==> src/rtl/coh_req_arbiter.sv <==
//==============================================================================
// Module : coh_req_arbiter
// Orders per-source coherence requests onto a single bus, round-robin; build
// with PUTM_PRIO_EN to drain PUTM heads ahead of GETS/GETM.
// Rev    : 1.0
//==============================================================================
`default_nettype none

module coh_req_arbiter #(
    parameter int NUM_SRC    = 8,
    parameter int FIFO_DEPTH = 4,
    parameter int ADDR_W     = 32
) (
    input  logic                                      clk,
    input  logic                                      rst_n,
    input  logic [NUM_SRC-1:0]                        req_valid,
    output logic [NUM_SRC-1:0]                        req_ready,
    input  logic [NUM_SRC*ADDR_W-1:0]                 req_addr,
    input  logic [NUM_SRC*2-1:0]                      req_tx,
    output logic                                      bus_valid,
    input  logic                                      bus_ready,
    output logic [$clog2(NUM_SRC)-1:0]                bus_source,
    output logic [ADDR_W-1:0]                         bus_addr,
    output logic [1:0]                                bus_tx,
    output logic [NUM_SRC*($clog2(FIFO_DEPTH)+1)-1:0] fifo_occ
);

    localparam int SRC_W = $clog2(NUM_SRC);
    localparam int PTR_W = $clog2(FIFO_DEPTH);
    localparam int OCC_W = PTR_W + 1;
    localparam logic [1:0] TX_PUTM = 2'd2;
    localparam logic [1:0] TX_IDLE = 2'd3;

    logic                r_active;
    logic [SRC_W-1:0]    r_rr_ptr;
    logic [NUM_SRC-1:0]  w_push;
    logic [NUM_SRC-1:0]  w_pop;
    logic [NUM_SRC-1:0]  w_nonempty;
    logic [NUM_SRC-1:0]  w_cand;
    logic [ADDR_W-1:0]   w_head_addr [NUM_SRC];
    logic [1:0]          w_head_tx   [NUM_SRC];
    logic                w_slot_free;
    logic                w_grant_valid;
    logic [SRC_W-1:0]    w_grant;

    // Holds req_ready low until the first clock edge after reset release.
    always_ff @(posedge clk or negedge rst_n) begin
        if (!rst_n) begin
            r_active <= 1'b0;
        end else begin
            r_active <= 1'b1;
        end
    end

    assign w_slot_free = !bus_valid || bus_ready;

    for (genvar i = 0; i < NUM_SRC; i++) begin : g_src
        logic [ADDR_W-1:0] r_mem_addr [FIFO_DEPTH];
        logic [1:0]        r_mem_tx   [FIFO_DEPTH];
        logic [PTR_W-1:0]  r_wr_ptr;
        logic [PTR_W-1:0]  r_rd_ptr;
        logic [OCC_W-1:0]  r_occ;

        assign req_ready[i]   = r_active && (r_occ < OCC_W'(FIFO_DEPTH));
        assign w_push[i]      = req_valid[i] && req_ready[i] && (req_tx[2*i +: 2] != TX_IDLE);
        assign w_pop[i]       = w_slot_free && w_grant_valid && (w_grant == SRC_W'(i));
        assign w_nonempty[i]  = (r_occ != '0);
        assign w_head_addr[i] = r_mem_addr[r_rd_ptr];
        assign w_head_tx[i]   = r_mem_tx[r_rd_ptr];
        assign fifo_occ[i*OCC_W +: OCC_W] = r_occ;

        always_ff @(posedge clk) begin
            if (w_push[i]) begin
                r_mem_addr[r_wr_ptr] <= req_addr[i*ADDR_W +: ADDR_W];
                r_mem_tx[r_wr_ptr]   <= req_tx[2*i +: 2];
            end
        end

        always_ff @(posedge clk or negedge rst_n) begin
            if (!rst_n) begin
                r_wr_ptr <= '0;
                r_rd_ptr <= '0;
                r_occ    <= '0;
            end else begin
                if (w_push[i]) begin
                    r_wr_ptr <= r_wr_ptr + 1'b1;
                end
                if (w_pop[i]) begin
                    r_rd_ptr <= r_rd_ptr + 1'b1;
                end
                if (w_push[i] && !w_pop[i]) begin
                    r_occ <= r_occ + 1'b1;
                end else if (!w_push[i] && w_pop[i]) begin
                    r_occ <= r_occ - 1'b1;
                end
            end
        end
    end

`ifdef PUTM_PRIO_EN
    logic [NUM_SRC-1:0] w_head_putm;

    for (genvar i = 0; i < NUM_SRC; i++) begin : g_putm
        assign w_head_putm[i] = w_nonempty[i] && (w_head_tx[i] == TX_PUTM);
    end

    // Evictions win whenever any head is a PUTM; same pointer either way.
    assign w_cand = (|w_head_putm) ? w_head_putm : w_nonempty;
`else
    assign w_cand = w_nonempty;
`endif

    always_comb begin
        w_grant_valid = 1'b0;
        w_grant       = '0;
        for (int k = 0; k < NUM_SRC; k++) begin
            logic [SRC_W-1:0] idx;
            idx = SRC_W'((int'(r_rr_ptr) + k) % NUM_SRC);
            if (!w_grant_valid && w_cand[idx]) begin
                w_grant_valid = 1'b1;
                w_grant       = idx;
            end
        end
    end

    always_ff @(posedge clk or negedge rst_n) begin
        if (!rst_n) begin
            bus_valid  <= 1'b0;
            bus_source <= '0;
            bus_addr   <= '0;
            bus_tx     <= '0;
            r_rr_ptr   <= '0;
        end else if (w_slot_free) begin
            if (w_grant_valid) begin
                bus_valid  <= 1'b1;
                bus_source <= w_grant;
                bus_addr   <= w_head_addr[w_grant];
                bus_tx     <= w_head_tx[w_grant];
                r_rr_ptr   <= SRC_W'((int'(w_grant) + 1) % NUM_SRC);
            end else begin
                bus_valid  <= 1'b0;
            end
        end
    end

endmodule

`default_nettype wire

==> config.mk <==
export PLATFORM = sky130hd
export DESIGN_NAME = coh_req_arbiter
export DESIGN_NICKNAME = d
export VERILOG_FILES = /design/src/rtl/coh_req_arbiter.sv
export SDC_FILE = /design/constraint.sdc
export NUM_CORES = 1
export LEC_CHECK = 0
export CORE_MARGIN = 4
export CORE_UTILIZATION = 25
export CTS_CLUSTER_DIAMETER = 50
export DETAILED_ROUTE_END_ITERATION = 8
export PLACE_DENSITY = 0.46
export SLEW_MARGIN = 15
export SYNTH_ARGS = -nofsm -noshare
export SYNTH_HDL_FRONTEND = slang
export SYNTH_SLANG_ARGS = --single-unit
==> constraint.sdc <==
create_clock -name clk -period 6.8 [get_ports clk]
set_clock_uncertainty 0.05 [all_clocks]
set_input_delay 1.36 -clock clk [delete_from_list [all_inputs] [get_ports clk]]
set_output_delay 1.36 -clock clk [all_outputs]
set_load 0.005 [all_outputs]
==> summary.txt <==
Status: finished, final reports clean
Post-Synth XOR/XNOR Area: 0.9636%
Fin cells: 5,477
Fill cells: 18,280
Compound-Gate Fraction of Synth Area: 1.202%
Seq/Total Area, Yosys: 74.31%
Power share of the sequential group: 33.3%
CTS Buffer Depth: 3
Overflow after GRT: 0
Distinct cells, synth: 62
Critical Path, Cell by Cell: clkinv_1, ha_1, nor4_1, a21o_1, mux4_2, o2111ai_2, nor3_2, o21ai_0, a22oi_1, and2_2, nand2_1, ha_1, inv_1, fa_1, mux2_2
Vias per inst: 4.460
Slowest CP cell: dfrtp_1
Unrepaired setup endpoints after global routing: false
Max Cap Viol: 0
Post-Route WL: 149,800 um
Initial Util: 25.17%
Max-slew violation count: 0
Largest family of logic cells by synthesized area: multiplexers
Top-area cell type share of the netlist area: 69.12%
Power per Cell Area: 482.3 nW/um^2
DRC violations left: 0
Yosys warns: 0
Iteration-0 DRC count of the detailed router: 1,835
Initial antenna violation count: 56
Post-CTS sizing: 0
Count of final setup violators: 0
Minimum clock period: 5857 ps
Sw Share: 38.13%
EDFF count, synth: 1,088
Power share of the combinational group: 38.9%
Synthesized flop and latch total: 1,186
Sequential cell area: 35,140 um^2
Clock share of power: 27.7%
Net Sw Power: 0.01085 W
Internal Pwr Total: 0.01760 W
Predominant post-synthesis flop cell: edfxtp_1
Clk Latency, worst-skew pair: 790 ps
Final cycle utilization of the critical path: 86.13%
Die area: 196,100 um^2
Post-synth top area cell: edfxtp_1
Total GRT Usage: 15.04%
Gpl congestion: 0.8312
Layout cell share with drive strength beyond 1: 21.50%
Syn_area_per_cell: 19.64 um^2
CP dominant cell by count: ha_1
CTS tree: done
First-pass GRT wire length: 205,000 um
Data required, critical path: 7400 ps
Final hold vios: 0
Hold bufs inserted after CTS: 0
Post-CTS setup buffer count: 0
CTS sink cnt: 1,186
Area contributors post-synth: edfxtp_1, mux4_2, dfrtp_1
Vias: 24,430
Worst VDD drop: 0.5311 mV
Clk slew on worst S/H paths: 60 ps
Post-DP HPWL: 104,300 um
Setup TNS Final: 0 ps
CP arrival: 6450 ps
Pleak: 19.42 nW
Vias in the first global route: 25,200
# rows: 159
Core area: 187,800 um^2
CP Max Fanout: 25
Avg WL per Cell: 27.36 um
Hold crit path type: reg2reg
Startpoint Class: flip-flop
Die W: 442.8 um
Maximum clock frequency: 170.7 MHz
Largest net degree at the start of global routing: 69
Port-buffer cells: 352
Synthesized area: 47,270 um^2
Root buf cell: clkbuf_16
Post-Synth Adder-Cell Area: 1.477%
Pre-Repair DR Iteration Count: 5
Worst slew pin tran: 1113 ps
IO Count: 353
Rel. slew slack: 25.79%
Dpl cells: 5,199
DRT antenna net count: 0
Clock buffer count from CTS: 151
Nets: 3,191
FFs w/ async S/R, synth: 8.263%
Fraction of synthesized area in multiplexers: 15.98%
Syn Inst Count: 2,407
Post-Syn Nets: 2,741
Die H: 442.8 um
Largest stage delay, worst path: 750 ps
CP Class: reg2reg
Post-synthesis simple-gate area fraction: 4.699%
Htree depth: 4
Area growth from synthesis to layout: 24.83%
Crit. End Element: flip-flop
Multi-input gate area: 11,580 um^2
cell usage in the layout, fill, tap and decap left out, types with 4 or more instances in the layout:
cell type	instances
clkinv_2	17
a21o_1	4
and2_1	11
nor3_2	7
mux2_2	14
dfrtp_1	86
nand3_1	146
a211oi_1	4
edfxtp_1	1088
inv_6	10
inv_8	6
nor2_1	18
inv_1	27
ha_1	43
diode_2	10
bufinv_16	13
nor4_1	6
clkinv_1	19
clkdlybuf4s50_1	351
mux2i_1	109
clkinv_8	4
mux4_2	280
o221ai_1	4
xor2_1	18
o21ai_0	18
nor3_1	4
a21oi_1	20
xnor2_1	34
nor2b_1	9
fa_1	8
dfrtp_2	12
clkbuf_1	28
buf_4	65
clkbuf_16	155
and2_2	23
clkinvlp_4	6
nand2_1	243
critical path, delay by kind of cell, from the launching register on:
kind,cells,cell delay (ps)
adder cells (fa/ha/maj),3,1280
multiplexers,2,580
flip-flops,1,750
buffers and inverters,2,520
AO/OA/AOI/OAI,4,870
AND/OR/NAND/NOR,4,1670
layout make-up:
| class | instances | area share (%) |
|---|---|---|
| Antenna cell | 10 | 0.04241 |
| Tap cell | 2495 | 5.291 |
| Sequential cell | 1186 | 59.55 |
| Multi-Input combinational cell | 1070 | 19.63 |
| Inverter | 30 | 0.1909 |
| Clock buffer | 186 | 6.822 |
| Timing Repair Buffer | 418 | 6.849 |
| Clock inverter | 82 | 1.618 |
synth_stat cells (all sizes together), types with 3 or more instances:
| library cell | instances |
|---|---|
| a211oi | 5 |
| a21o | 4 |
| a21oi | 20 |
| a22o | 3 |
| a22oi | 3 |
| and2 | 34 |
| buf | 47 |
| clkbuf | 74 |
| dfrtp | 98 |
| edfxtp | 1088 |
| fa | 8 |
| ha | 43 |
| inv | 29 |
| mux2 | 14 |
| mux2i | 109 |
| mux4 | 280 |
| nand2 | 243 |
| nand2b | 3 |
| nand3 | 146 |
| nor2 | 20 |
| nor2b | 9 |
| nor3 | 11 |
| nor4 | 7 |
| nor4b | 3 |
| o21ai | 19 |
| o221ai | 4 |
| xnor2 | 34 |
| xor2 | 18 |
metrics by stage:
stage	cell area, um^2	power (W)	utilization (%)	hold WS, ps	setup slack (ps)
6_report	59000	0.02845	31.42	419.4	943.1
4_1_cts	58980	0.02893	31.40	418.6	975.9
5_1_grt	58980	0.02975	31.41	438.3	545.0
2_1_floorplan	47270	0.01571	-	423.3	2253
3_3_place_gp	54000	0.02093	28.75	413.3	1080
3_5_place_dp	54000	0.02094	28.75	411.1	1017
power by group through the flow:
stage	registers, W	clock network (W)	logic, W
detailed placement	0.00967	0	0.0113
floorplan	0.00917	0	0.00654
global route	0.00957	0.00847	0.0117
global placement	0.00967	0	0.0113
CTS	0.00953	0.00811	0.0113
finish	0.00949	0.00790	0.0111
cell families after synthesis:
family	after synthesis
AO/OA/AOI/OAI	80
buffers and inverters	151
flip-flops	1186
XOR/XNOR	52
AND/OR/NAND/NOR	483
multiplexers	403
other	1
adder cells (fa/ha/maj)	51
flip-flops by register name, summed over array words and instances (netlist names), 3 cells and up:
signal	count
g_src.r_mem_tx	64
r_rr_ptr	3
g_src.r_occ	24
g_src.r_wr_ptr	16
bus_addr	32
g_src.r_rd_ptr	16
bus_source	3
g_src.r_mem_addr	1024
metal layers:
| layer | up-vias | global-route usage [%] | routed length [um] |
|---|---|---|---|
| li1 | 10570 | - | - |
| met1 | 12870 | 17.66 | 57610 |
| met2 | 692 | 26.12 | 76520 |
| met3 | 272 | 3.601 | 8091 |
| met4 | 26 | 6.710 | 7462 |
| met5 | - | 0 | 163 |
worst paths after layout:
kind	from	end	slack, ps	cells past startpoint
worst max-delay path	r_rr_ptr[1]$_DFFE_PN0P_	g_src[3].r_occ[1]$_DFFE_PN0P_	940	15
worst min-delay path	g_src[4].r_rd_ptr[1]$_DFFE_PN0P_	g_src[4].r_rd_ptr[1]$_DFFE_PN0P_	420	1
worst max register to register	r_rr_ptr[1]$_DFFE_PN0P_	g_src[3].r_occ[1]$_DFFE_PN0P_	940	15
worst min register to register	g_src[4].r_rd_ptr[1]$_DFFE_PN0P_	g_src[4].r_rd_ptr[1]$_DFFE_PN0P_	420	1
max in group asynchronous	rst_n	g_src[5].r_rd_ptr[0]$_DFFE_PN0P_	4770	2
min in group asynchronous	rst_n	g_src[2].r_wr_ptr[1]$_DFFE_PN0P_	520	1
Power figures use the tool's default switching activity.
